## src/rtl/vga_timing_pkg.sv

```systemverilog
// vga_timing_pkg: shared 640x480@60 raster constants, widths and region type.
// Imported by the axis counter, the output bundle interface and the top.
package vga_timing_pkg;

   localparam int DEF_H_ACT  = 640;
   localparam int DEF_H_FP   = 16;
   localparam int DEF_H_SYNC = 96;
   localparam int DEF_H_BP   = 48;
   localparam int DEF_V_ACT  = 480;
   localparam int DEF_V_FP   = 10;
   localparam int DEF_V_SYNC = 2;
   localparam int DEF_V_BP   = 33;

   localparam int DEF_H_TOT =
      DEF_H_SYNC + DEF_H_BP + DEF_H_ACT + DEF_H_FP;
   localparam int DEF_V_TOT =
      DEF_V_SYNC + DEF_V_BP + DEF_V_ACT + DEF_V_FP;

   localparam int CNT_W      = 11;
   localparam int XY_W       = 10;
   localparam int DEF_ADDR_W = 19;

   typedef enum logic [1:0] {
      SYNC,
      BPORCH,
      ACTIVE,
      FPORCH
   } rgn_e;

   function automatic logic in_win(
      input logic [CNT_W-1:0] c,
      input logic [CNT_W-1:0] lo,
      input logic [CNT_W-1:0] len
   );
      return (c >= lo) && (c < lo + len);
   endfunction

endpackage

```

## src/rtl/vga_timing_gen_if.sv

```systemverilog
// vga_timing_gen_if: raster output bundle (sync, blank, coords, address, pulses).
// master = timing generator, slave = pixel-fetch/ROM stage.
interface vga_timing_gen_if
   import vga_timing_pkg::*;
#(
   parameter int ADDR_W = DEF_ADDR_W
);
   logic              oHS;
   logic              oVS;
   logic              oBLANK_n;
   logic [XY_W-1:0]   oX;
   logic [XY_W-1:0]   oY;
   logic [ADDR_W-1:0] oADDR;
   logic              oLINE_START;
   logic              oFRAME_START;

   modport master (
      output oHS, oVS, oBLANK_n, oX, oY,
      output oADDR, oLINE_START, oFRAME_START
   );

   modport slave (
      input oHS, oVS, oBLANK_n, oX, oY,
      input oADDR, oLINE_START, oFRAME_START
   );
endinterface

```

## src/rtl/vga_axis_counter.sv

```systemverilog
// vga_axis_counter: one raster axis; counts 0..lim when en, decodes region.
// Ports: iVGA_CLK, iRST_n, en, lim in; cnt, wrap (en at lim), rgn out.
module vga_axis_counter
   import vga_timing_pkg::*;
#(
   parameter int W        = CNT_W,
   parameter int SYNC_LEN = DEF_H_SYNC,
   parameter int BP_LEN   = DEF_H_BP,
   parameter int ACT_LEN  = DEF_H_ACT
) (
   input  logic         iVGA_CLK,
   input  logic         iRST_n,
   input  logic         en,
   input  logic [W-1:0] lim,
   output logic [W-1:0] cnt,
   output logic         wrap,
   output rgn_e         rgn
);
   localparam logic [W-1:0] B_SYNC = W'(SYNC_LEN);
   localparam logic [W-1:0] B_BP   = W'(SYNC_LEN + BP_LEN);
   localparam logic [W-1:0] B_ACT  = W'(SYNC_LEN + BP_LEN + ACT_LEN);
   localparam logic [W-1:0] ONE    = W'(1);

   assign wrap = en && (cnt == lim);

   always_ff @(posedge iVGA_CLK or negedge iRST_n) begin
      if (!iRST_n)
         cnt <= '0;
      else if (en)
         cnt <= wrap ? '0 : cnt + ONE;
   end

   always_comb begin
      rgn = FPORCH;
      if (cnt < B_SYNC)
         rgn = SYNC;
      else if (cnt < B_BP)
         rgn = BPORCH;
      else if (cnt < B_ACT)
         rgn = ACTIVE;
   end

endmodule

```

## src/rtl/vga_timing_gen.sv

```systemverilog
// vga_timing_gen: registered VGA raster timing, coordinates and frame address.
// Ports: iVGA_CLK, iRST_n; vga (master) carries HS/VS/BLANK_n/X/Y/ADDR/pulses.
// VGA_TIMING_PREFETCH_EN: X/Y/ADDR lead sync/blank/pulses by one clock.
module vga_timing_gen
   import vga_timing_pkg::*;
#(
   parameter int H_ACT    = DEF_H_ACT,
   parameter int H_FP     = DEF_H_FP,
   parameter int H_SYNC   = DEF_H_SYNC,
   parameter int H_BP     = DEF_H_BP,
   parameter int V_ACT    = DEF_V_ACT,
   parameter int V_FP     = DEF_V_FP,
   parameter int V_SYNC   = DEF_V_SYNC,
   parameter int V_BP     = DEF_V_BP,
   parameter bit SYNC_POL = 1'b0,
   parameter int ADDR_W   = DEF_ADDR_W
) (
   input  logic             iVGA_CLK,
   input  logic             iRST_n,
   vga_timing_gen_if.master vga
);
   localparam int H_TOT = H_SYNC + H_BP + H_ACT + H_FP;
   localparam int V_TOT = V_SYNC + V_BP + V_ACT + V_FP;

   localparam logic [CNT_W-1:0] H_LIM = CNT_W'(H_TOT - 1);
   localparam logic [CNT_W-1:0] V_LIM = CNT_W'(V_TOT - 1);
   localparam logic [CNT_W-1:0] H_OFS = CNT_W'(H_SYNC + H_BP);
   localparam logic [CNT_W-1:0] V_OFS = CNT_W'(V_SYNC + V_BP);

   localparam logic [ADDR_W-1:0] A_LAST = ADDR_W'(H_ACT * V_ACT - 1);
   localparam logic [ADDR_W-1:0] A_ONE  = ADDR_W'(1);

   logic [CNT_W-1:0] h_cnt;
   logic [CNT_W-1:0] v_cnt;
   logic             h_wrap;
   logic             v_wrap;
   rgn_e             h_rgn;
   rgn_e             v_rgn;

   vga_axis_counter #(
      .W(CNT_W), .SYNC_LEN(H_SYNC), .BP_LEN(H_BP), .ACT_LEN(H_ACT)
   ) u_h (
      .iVGA_CLK (iVGA_CLK),
      .iRST_n   (iRST_n),
      .en       (1'b1),
      .lim      (H_LIM),
      .cnt      (h_cnt),
      .wrap     (h_wrap),
      .rgn      (h_rgn)
   );

   vga_axis_counter #(
      .W(CNT_W), .SYNC_LEN(V_SYNC), .BP_LEN(V_BP), .ACT_LEN(V_ACT)
   ) u_v (
      .iVGA_CLK (iVGA_CLK),
      .iRST_n   (iRST_n),
      .en       (h_wrap),
      .lim      (V_LIM),
      .cnt      (v_cnt),
      .wrap     (v_wrap),
      .rgn      (v_rgn)
   );

   logic act;
   logic first_col;

   assign act       = (h_rgn == ACTIVE) && (v_rgn == ACTIVE);
   assign first_col = act && (h_cnt == H_OFS);

   // Data path position: either the current counters or their next value.
   logic [CNT_W-1:0] h_d;
   logic [CNT_W-1:0] v_d;
   logic             act_d;

`ifdef VGA_TIMING_PREFETCH_EN
   localparam logic [CNT_W-1:0] C_ONE = CNT_W'(1);
   logic [CNT_W-1:0] h_la;
   logic [CNT_W-1:0] v_la;

   always_comb begin
      h_la = h_wrap ? '0 : h_cnt + C_ONE;
      v_la = v_cnt;
      if (h_wrap)
         v_la = v_wrap ? '0 : v_cnt + C_ONE;
   end

   assign h_d   = h_la;
   assign v_d   = v_la;
   assign act_d = in_win(h_la, H_OFS, CNT_W'(H_ACT)) &&
                  in_win(v_la, V_OFS, CNT_W'(V_ACT));
`else
   assign h_d   = h_cnt;
   assign v_d   = v_cnt;
   assign act_d = act;
`endif

   // pix is the address of the next active pixel; it is rewound on the
   // last raster position so it reads 0 before the next frame begins.
   logic [ADDR_W-1:0] pix;

   always_ff @(posedge iVGA_CLK or negedge iRST_n) begin
      if (!iRST_n) begin
         vga.oHS          <= ~SYNC_POL;
         vga.oVS          <= ~SYNC_POL;
         vga.oBLANK_n     <= 1'b0;
         vga.oX           <= '0;
         vga.oY           <= '0;
         vga.oADDR        <= '0;
         vga.oLINE_START  <= 1'b0;
         vga.oFRAME_START <= 1'b0;
         pix              <= '0;
      end else begin
         vga.oHS          <= (h_rgn == SYNC) ? SYNC_POL : ~SYNC_POL;
         vga.oVS          <= (v_rgn == SYNC) ? SYNC_POL : ~SYNC_POL;
         vga.oBLANK_n     <= act;
         vga.oLINE_START  <= first_col;
         vga.oFRAME_START <= first_col && (v_cnt == V_OFS);
         if (act_d) begin
            vga.oX    <= XY_W'(h_d - H_OFS);
            vga.oY    <= XY_W'(v_d - V_OFS);
            vga.oADDR <= pix;
            if (pix != A_LAST)
               pix <= pix + A_ONE;
         end
         if (v_wrap)
            pix <= '0;
      end
   end

endmodule

```

## src/flat_wrapper.sv

```systemverilog
// flat-port wrapper written by rule: the top's interface ports become plain ports
module vga_timing_gen_flat import vga_timing_pkg::*;
#(
   parameter int H_ACT    = DEF_H_ACT,
   parameter int H_FP     = DEF_H_FP,
   parameter int H_SYNC   = DEF_H_SYNC,
   parameter int H_BP     = DEF_H_BP,
   parameter int V_ACT    = DEF_V_ACT,
   parameter int V_FP     = DEF_V_FP,
   parameter int V_SYNC   = DEF_V_SYNC,
   parameter int V_BP     = DEF_V_BP,
   parameter bit SYNC_POL = 1'b0,
   parameter int ADDR_W   = DEF_ADDR_W
)
  (iVGA_CLK, iRST_n, vga_oHS, vga_oVS, vga_oBLANK_n, vga_oX, vga_oY, vga_oADDR, vga_oLINE_START, vga_oFRAME_START);
  vga_timing_gen_if #(.ADDR_W(ADDR_W)) vga_i ();
  input  logic iVGA_CLK;
  input  logic iRST_n;
  output wire logic [$bits(vga_i.oHS)-1:0] vga_oHS;
  output wire logic [$bits(vga_i.oVS)-1:0] vga_oVS;
  output wire logic [$bits(vga_i.oBLANK_n)-1:0] vga_oBLANK_n;
  output wire logic [$bits(vga_i.oX)-1:0] vga_oX;
  output wire logic [$bits(vga_i.oY)-1:0] vga_oY;
  output wire logic [$bits(vga_i.oADDR)-1:0] vga_oADDR;
  output wire logic [$bits(vga_i.oLINE_START)-1:0] vga_oLINE_START;
  output wire logic [$bits(vga_i.oFRAME_START)-1:0] vga_oFRAME_START;
  assign vga_oHS = vga_i.oHS;
  assign vga_oVS = vga_i.oVS;
  assign vga_oBLANK_n = vga_i.oBLANK_n;
  assign vga_oX = vga_i.oX;
  assign vga_oY = vga_i.oY;
  assign vga_oADDR = vga_i.oADDR;
  assign vga_oLINE_START = vga_i.oLINE_START;
  assign vga_oFRAME_START = vga_i.oFRAME_START;
  vga_timing_gen #(.H_ACT(H_ACT), .H_FP(H_FP), .H_SYNC(H_SYNC), .H_BP(H_BP), .V_ACT(V_ACT), .V_FP(V_FP), .V_SYNC(V_SYNC), .V_BP(V_BP), .SYNC_POL(SYNC_POL), .ADDR_W(ADDR_W)) u_core (.iVGA_CLK(iVGA_CLK), .iRST_n(iRST_n), .vga(vga_i));
endmodule
```

## config.mk

```make
export PLATFORM = sky130hd
export DESIGN_NAME = vga_timing_gen_flat
export DESIGN_NICKNAME = d
export VERILOG_FILES = /design/src/rtl/vga_timing_pkg.sv /design/src/rtl/vga_timing_gen_if.sv /design/src/rtl/vga_axis_counter.sv /design/src/rtl/vga_timing_gen.sv /design/src/flat_wrapper.sv
export SDC_FILE = /design/constraint.sdc
export NUM_CORES = 1
export LEC_CHECK = 0
export ABC_AREA = 1
export ABC_CLOCK_PERIOD_IN_PS = 3000
export BUFFER_PORTS_ARGS = -buffer_cell sky130_fd_sc_hd__buf_2
export CELL_PAD_IN_SITES_DETAIL_PLACEMENT = 1
export CELL_PAD_IN_SITES_GLOBAL_PLACEMENT = 2
export CORE_UTILIZATION = 34
export DETAILED_ROUTE_END_ITERATION = 16
export GPL_TIMING_DRIVEN = 0
export MAX_ROUTING_LAYER = met4
export PLACE_DENSITY_LB_ADDON = 0.1
export SLEW_MARGIN = 5
export SYNTH_ARGS = -nofsm -noshare
export SYNTH_HDL_FRONTEND = slang
export SYNTH_HIERARCHICAL = 1
export SYNTH_SLANG_ARGS = --single-unit
```

## constraint.sdc

```tcl
create_clock -name iVGA_CLK -period 3 [get_ports iVGA_CLK]
set_clock_uncertainty 0.1 [all_clocks]
set_input_delay 0.75 -clock iVGA_CLK [delete_from_list [all_inputs] [get_ports iVGA_CLK]]
set_output_delay 0.75 -clock iVGA_CLK [all_outputs]
set_load 0.02 [all_outputs]
```

# Word level (Yosys, flattened, before mapping)
# Cells that the tools add are included.
# op_classes
reduce_logical,9
n_lt_le_gt_ge,6
n_addsub,5
n_mux,13
n_eq_ne,7
# ops
op,n
$mux W19,3
$add A11 B1 Y11 const B,2
$eq A11 B10 Y1 const B,2
$lt A11 B10 Y1 const B,2
$mux W11,2
$add A19 B1 Y19 const B,1
$ne A19 B19 Y1 const B,1
$eq A11 B6 Y1 const B,1
$eq A11 B8 Y1 const B,1
$lt A11 B2 Y1 const B,1
$lt A11 B6 Y1 const B,1
$lt A11 B7 Y1 const B,1
$lt A11 B8 Y1 const B,1
$sub A10 B6 Y10 const B,1
$sub A10 B8 Y10 const B,1
$mux W2,4
$eq A2 B2 Y1 const B,2
$logic_and A1 B1 Y1,4
$logic_not A2 Y1,2
$mux W1,4
$reduce_bool A2 Y1,2
$reduce_and A2 Y1,1
# totals
output_inout_bits,44
word_cells,51
in_bits,2
ff_bits,85

# Depth between registers and ports, before layout
# Gate-level depths: netlist of run 1.
# depth
ltp_word,8
ltp_mapped,17
ltp_nobuf,16

# Hierarchy
# The synthesis of run 1 kept the hierarchy.
# modules_own_cells
module,seq_area_each_um2,cells_per_inst,area_per_inst_um2,n_inst
vga_timing_gen,1579.0,388,3135.5,1
vga_axis_counter (u_core.u_v),275.3,165,969.7,1
vga_axis_counter (u_core.u_h),275.3,150,918.4,1

# Worst setup path before layout of run 1
# Ideal clock, no wire load.
# synth_path
kind,register to register
startpoint,reg u_core.u_h.cnt[4]
endpoint,reg u_core.pix[0]
arrival_time_ns,2.273
stages_incl_launch_ff,17
synth_period_minus_slack_ns,2.492
setup_ns,0.119
path_buffers,2
t_required_ns,2.781
slack_ns,0.508
path_cell_list,dfrtp_1 inv_2 nand2_1 nand2_1 clkinv_1 nand2_2 nor2_4 nand3_4 inv_6 nand3_1 nor2_2 and2_1 clkbuf_1 inv_1 buf_1 nand3_1 o21ai_2
# synth_between
word_cells_on_any_way,14
classes_between,3 x order compare; 2 x eq/ne; 4 x mux; 5 x reduce/logical
# synth_rtl
element,line_no,source
from (decl),vga_axis_counter.sv:15,"output logic [W-1:0] cnt,"
from (signal assigned),vga_axis_counter.sv:30,cnt <= wrap ? '0 : cnt + ONE;
$eq A11 B10 Y1 (*),vga_axis_counter.sv:24,assign wrap = en && (cnt == lim);
net u_core.h_wrap,vga_timing_gen.sv:35,logic h_wrap;
$logic_and A1 B1 Y1 (*),vga_axis_counter.sv:24,
net u_core.v_wrap,vga_timing_gen.sv:36,logic v_wrap;
$reduce_bool A2 Y1 (no line),n/a,
$reduce_and A2 Y1 (no line),n/a,
to (signal assigned),vga_timing_gen.sv:123,pix <= pix + A_ONE;
to (decl),vga_timing_gen.sv:99,logic [ADDR_W-1:0] pix;
# Mark *: on every way through the listed nets, which the timed path passes. The rest lies on a longest branch.
# A chain may end at the register's enable or synchronous reset.

# Worst setup path after layout of run 1
# layout_path
startpoint,reg u_core.u_v.cnt[0]
endpoint,reg u_core.vga.oY[5]
# layout_between
word_cells_on_any_way,9
classes_between,1 x add/sub; 3 x order compare; 1 x eq/ne; 3 x mux; 1 x reduce/logical
# layout_rtl
element,line_no,source
from (decl),vga_axis_counter.sv:15,
from (signal assigned),vga_axis_counter.sv:30,
$lt A11 B6 Y1,vga_axis_counter.sv:37,else if (cnt < B_BP)
$mux W2,vga_axis_counter.sv:37,
$mux W2 (*),vga_axis_counter.sv:35,if (cnt < B_SYNC)
net u_core.v_rgn[1],vga_timing_gen.sv:38,rgn_e v_rgn;
$eq A2 B2 Y1 (*),vga_timing_gen.sv:67,assign act = (h_rgn == ACTIVE) && (v_rgn == ACTIVE);
$logic_and A1 B1 Y1 (*),vga_timing_gen.sv:67,
to (signal assigned),vga_timing_gen.sv:120,vga.oY <= XY_W'(v_d - V_OFS);
to (decl),vga_timing_gen_if.sv:18,"output oHS, oVS, oBLANK_n, oX, oY,"
# Marked as above.

==> results.ini, run 1 <==
[floorplan]
die_area_mm2=0.0153
row_count=44
core_area_mm2=0.0145
initial_core_util_pct=34.7
io_pins=46
die_w_um=124
die_h_um=124

[worst_hold_path]
hp-class=in2async

[clocking]
clock_latency_ns=0.35
clock-root-buffer=clkbuf_16
cts_setup_buffers=0
cts_tree=built
cts.clk_slew.worst_paths_ns=0.06
cts-htree-levels=3
ctsLongestPathBuffers=2
cts.sinks=85
numCtsBuffers=9
cts_resized=5
cts-hold-fix-buffers=0

[grt]
antenna_found_initial=0
grt_pass1_vias=4694
grt_pass1_wl_mm=23.7
grt_usage_pct=21.3
grt-ovfl-total=0
grt_max_degree=58

[run]
max_cap_viol_count=0

[sta]
fin_crit_sh_pct=91.0
setup_viol=0
final_hold_viol_count=0
slew_headroom_pct=57.2
maxSlewViolCount=0
setup_slack_ns=0.269
finalSetupTns_ns=0
period_needed_ns=2.73
fmax_mhz=366
worstMarginPinSlew_ns=0.642
rsz0062_at_grt=no

[drt]
initialDrtViolationCount=262
vias=4602
viasPerCell=4.64
drt_pass1_iterations=4
route.detailed.drc=0
routedWlPerCell_um=14.6
ant_nets=0
drt-total-wl_mm=14.5

[critical_path]
slowest_stage=dfrtp_1
r2r_start=u_core/u_v/cnt[0]
cpMostUsedCell=nand2_1
timing.rr.end=u_core/vga.oY[5]
cp_cell_sequence=a21oi_1 -> nand2_1 -> nand2_1 -> nand3_1 -> a21oi_1 -> nor2_1 -> nand3_1 -> clkbuf_2 -> buf_1 -> nand2_1 -> o31ai_1
cp_top_family=buffers and inverters
arrival_ns=2.89
r2r_setup_slack_ns=0.27
crit_path_max_incr_delay_ns=0.56
worst_ep_required_time_ns=3.16
cp_max_fo=12
path_buf_inv=2
endpoint_kind=flip-flop
reg2regPathDepth=11
crit_type=reg2reg
worstSetupStartpointType=flip-flop

[synth]
synth_seq_cells=85
ys_types=42
ys_seq_area_share_pct=42.4
syn_inst=703
post-synth-top-count-cell=nand2_1
synth-edff-count=0
synth_area_leader_cell=dfrtp_1
synth_area_leaders=dfrtp_1, nand2_1, nor2_1
netlist.area_leader.share_pct=41.3
yosys_warnings=6
avgSynthCellArea_um2=7.15
syn_area_mm2=0.00502
synth_common_cells=nand2_1, dfrtp_1, nor2_1, inv_1, nand3_1
async_reset_ff_share_pct=100
synth_flop_cell=dfrtp_1

[placed_design]
place_hpwl_mm=11.0
gp_congestion=0.881
port_buffers=45
post-place-ws_ns=-0.403

[layout]
multi_input_area_mm2=0.00266
regArea_mm2=0.00213
fillerInstances=1854
drive_above_1_share_pct=17.3
n_antenna_cell=0
nets=812
areaGrowthSynthToFinish_pct=18.8

[pwr]
ir_drop_uv=263
p_leak_nw=3.32
power_density_mw_per_mm2=480

[outcome]
status=complete, no violations

==> power by group <==
group	leakage [nW]	switching, W	internal, W
combinational	2.13	0.000276	0.000165
sequential	1.06	0.000140	0.00120
clock	0.132	0.000475	0.000606
total	3.32	0.000891	0.00197
==> metal layers <==
metal	up-vias	track usage (%)	part of all wire, %
met2	54	35.9	50
li1	2330	-	-
met3	16	2.26	1.9
met4	0	9.49	2.4
met5	-	-	0
met1	2202	25.7	45
==> cells in the final DEF, fill, tap and decap left out, types with 3 or more instances in the layout <==
cell type	n
nand2_1	247
dfrtp_1	81
nor2_1	73
inv_1	71
buf_2	46
conb_1	46
nand3_1	40
o21ai_0	30
inv_2	19
xor2_1	19
a21oi_1	15
nand2_2	14
nor2_2	12
clkbuf_16	9
nor3_1	7
ha_1	7
nand4_1	6
nor2_4	6
o21ai_1	6
nand2_4	5
o21ai_2	5
clkbuf_1	4
clkbuf_2	3
xnor2_1	3
==> stage by stage <==
stage	instance area, µm²	hold WS, ns	util [%]	total power (W)	cells
final	5970	0.229	41.2	0.00286	992
after global routing	5970	0.256	41.2	0.00303	992
after CTS	5960	0.234	41.1	0.00290	992
after detailed placement	5670	0.367	39.2	0.00180	977
after global placement	5640	0.358	39.0	0.00178	976
after floorplan	5190	0.354	-	0.00165	747
==> cell families (layout without fill, tap and decap cells) <==
kind of cell / after synthesis / after routing / share of synthesized area [%]
buffers and inverters: 104 / 165 / 8.07
adder cells (fa/ha/maj): 7 / 7 / 1.74
XOR/XNOR: 22 / 22 / 3.84
flip-flops: 85 / 85 / 42.4
AO/OA/AOI/OAI: 65 / 65 / 7.27
AND/OR/NAND/NOR: 418 / 418 / 36.5
other: 2 / 46 / 0.149
==> cell type report <==
type                            instances  share of cell area, %
Multi-Input combinational cell        558                   44.6
Clock inverter                          3                  0.336
Timing Repair Buffer                   46                   4.28
Sequential cell                        85                   35.7
Tap cell                              184                   3.86
Buffer                                 10                  0.860
Inverter                               93                   5.96
Clock buffer                           13                   4.36
==> worst max path at each step <==
stage	startpoint	to	slack [ns]	depth (start not counted)
3_3_place_gp	u_core/u_h/cnt[4]	u_core/pix[0]	-0.40	16
5_1_grt	u_core/u_v/cnt[0]	u_core/vga.oADDR[12]	0.02	10
2_1_floorplan	u_core/u_h/cnt[4]	u_core/pix[0]	0.51	16
4_1_cts	u_core/u_v/cnt[0]	u_core/vga.oY[5]	0.02	11
6_report	u_core/u_v/cnt[0]	u_core/vga.oY[5]	0.27	11
3_5_place_dp	u_core/u_h/cnt[4]	u_core/pix[5]	-0.40	16
==> sequential cells by signal (all words and copies together) (netlist names), 10 cells and up <==
register,cells
u_core/pix,19
u_core/vga.oADDR,19
u_core/u_h/cnt,11
u_core/u_v/cnt,11
u_core/vga.oX,10
u_core/vga.oY,10
Power figures use the tool's default switching activity.
==> inputs of run 2 (changes only) <==
--- a/config.mk
+++ b/config.mk
@@ -8,11 +8,11 @@
 export ABC_AREA = 1
 export ABC_CLOCK_PERIOD_IN_PS = 3000
 export BUFFER_PORTS_ARGS = -buffer_cell sky130_fd_sc_hd__buf_2
+export CAP_MARGIN = 20
 export CELL_PAD_IN_SITES_DETAIL_PLACEMENT = 1
 export CELL_PAD_IN_SITES_GLOBAL_PLACEMENT = 2
 export CORE_UTILIZATION = 34
 export DETAILED_ROUTE_END_ITERATION = 16
-export GPL_TIMING_DRIVEN = 0
 export MAX_ROUTING_LAYER = met4
 export PLACE_DENSITY_LB_ADDON = 0.1
 export SLEW_MARGIN = 5
==> run 2 against run 1 <==
Hold slack better by 0.022 ns. Clock-buffer cell count decreased by 3. Sequential power about the same. Maximum frequency increased by 0.34%. First-iteration DRC count fell by 35%. Critical path depth decreased by 2. Register-to-register slack is essentially flat. Non-clock buffer count increased by 6. Critical path type unchanged.
==> results.ini, run 2 (synthesis results as in run 1) <==
[outcome]
status=complete, no violations  ; unchanged

[sta]
finalSetupTns_ns=0  ; unchanged
final_hold_viol_count=0  ; unchanged
period_needed_ns=2.72  ; was 2.73 ns
fin_crit_sh_pct=90.7  ; was 91.0%
slew_headroom_pct=65.2  ; was 57.2%
setup_slack_ns=0.278  ; was 0.269 ns
holdWs_ns=0.251  ; was 0.229 ns
fmax_mhz=367  ; was 366 MHz
setup_viol=0  ; unchanged
worstMarginPinSlew_ns=0.523  ; was 0.642 ns
maxSlewViolCount=0  ; unchanged
rsz0062_at_grt=no  ; unchanged

[pwr]
ir_drop_uv=244  ; was 263 µV
p_leak_nw=3.36  ; was 3.32 nW
power_density_mw_per_mm2=472  ; was 480 mW/mm²

[drt]
routedWlPerCell_um=14.4  ; was 14.6 µm
vias=4572  ; was 4602
initialDrtViolationCount=171  ; was 262
route.detailed.drc=0  ; unchanged
ant_nets=0  ; unchanged
viasPerCell=4.58  ; was 4.64
drt-total-wl_mm=14.4  ; was 14.5 mm
drt_pass1_iterations=5  ; was 4

[grt]
grt_pass1_wl_mm=23.7  ; unchanged
grt_max_degree=37  ; was 58
grt-ovfl-total=0  ; unchanged
grt_pass1_vias=4675  ; was 4694
antenna_found_initial=0  ; unchanged
grt_usage_pct=21.1  ; was 21.3%

[clocking]
numCtsBuffers=9  ; unchanged
cts_setup_buffers=0  ; unchanged
clock_latency_ns=0.35  ; about the same
clock-root-buffer=clkbuf_16  ; unchanged
ctsLongestPathBuffers=2  ; unchanged
cts-htree-levels=3  ; unchanged
cts_tree=built  ; unchanged
cts.clk_slew.worst_paths_ns=0.07  ; was 0.06 ns
cts.sinks=85  ; unchanged

[placed_design]
post-place-ws_ns=0.0725  ; was -0.403 ns
port_buffers=45  ; unchanged
gp_congestion=0.926  ; was 0.881
place_hpwl_mm=11.0  ; about the same

[layout]
drive_above_1_share_pct=18.3  ; was 17.3%
final_cell_mix=nand2_1, dfrtp_1, nor2_1  ; unchanged
nets=818  ; was 812
fillerInstances=1865  ; was 1854
layout_commonest_cell=nand2_1  ; unchanged
n_antenna_cell=0  ; unchanged
reg_top3=u_core/pix x19, u_core/vga.oADDR x19  ; unchanged
areaGrowthSynthToFinish_pct=20.1  ; was 18.8%

[floorplan]
initial_core_util_pct=34.7  ; unchanged
core_area_mm2=0.0145  ; unchanged
die_w_um=124  ; unchanged
row_count=44  ; unchanged
io_pins=46  ; unchanged
die_area_mm2=0.0153  ; unchanged
die_h_um=124  ; unchanged

[worst_hold_path]
hp-class=in2async  ; unchanged

[critical_path]
arrival_ns=2.90  ; was 2.89 ns
worst_ep_required_time_ns=3.18  ; was 3.16 ns
crit_type=reg2reg  ; unchanged
worstSetupStartpointType=flip-flop  ; unchanged
cp_max_fo=12  ; unchanged
endpoint_kind=flip-flop  ; unchanged

[run]
max_cap_viol_count=0  ; unchanged

run 2: changes by cell type in the layout (fill, tap and decap cells not counted), sizes merged:
cell,delta
inv,+1
clkinv,+2
clkbuf,-8
buf,+11
run 2: final cells by class:
| type | count | area, µm² | share of cell area, % |
|---|---|---|---|
| clock buffer | 10 | 229 | 3.80 |
| inverter | 93 | 355 | 5.89 |
| multi-input combinational | 558 | 2660 | 44.1 |
| tap | 184 | 230 | 3.82 |
| sequential | 85 | 2130 | 35.3 |
| timing repair buffer | 62 | 380 | 6.31 |
| clock inverter | 6 | 48.8 | 0.809 |
run 2: stage by stage:
step | power (W) | cells | util [%] | area, µm²
after floorplan | 0.00165 | 747 | - | 5190
after global placement | 0.00179 | 982 | 39.7 | 5750
after detailed placement | 0.00180 | 982 | 39.7 | 5750
after CTS | 0.00289 | 998 | 41.7 | 6030
after global routing | 0.00302 | 998 | 41.7 | 6030
final | 0.00285 | 998 | 41.7 | 6030
run 2: where the power goes:
group	switching (W)	internal, W
Sequential	0.000131	0.00120
Combinational	0.000286	0.000168
Clock	0.000495	0.000569
Total	0.000911	0.00194
run 2: worst paths after layout:
| check | slack (ns) | endpoint | cells after the start | startpoint |
|---|---|---|---|---|
| max in group asynchronous | 1.90 | u_core/u_v/cnt[6] | 2 | iRST_n |
| min | 0.25 | u_core/vga.oADDR[5] | 1 | iRST_n |
| min in group iVGA_CLK | 0.37 | u_core/vga.oADDR[11] | 2 | u_core/vga.oADDR[11] |
| max | 0.28 | u_core/pix[0] | 9 | u_core/u_h/cnt[4] |
| min reg2reg | 0.37 | u_core/vga.oADDR[11] | 2 | u_core/vga.oADDR[11] |
| max reg2reg | 0.28 | u_core/pix[0] | 9 | u_core/u_h/cnt[4] |
run 2: timing repair:
| item | CTS | global route |
|---|---|---|
| setup endpoints to repair | 0 | 14 |
| hold endpoints to repair | 0 | 0 |
| gates resized for setup | 0 | 1 |
| hold buffers | 0 | 0 |
run 2: critical path, cell delays in order, from the launching register on:
cell and delay [ns]:
dfrtp_1 0.57, nor3_1 0.13, o21ai_1 0.33, a22oi_1 0.18, nor2_1 0.14, nand3_2 0.26
buf_4 0.26, a21oi_2 0.40, nand3_1 0.18, o21ai_2 0.09
run 2: layer usage:
layer	GRT usage [%]	vias up	routed length, µm
li1	-	2330	-
met1	26.9	2177	6850
met2	34.5	49	7020
met3	3.46	16	335
met4	6.17	0	197
met5	-	-	0
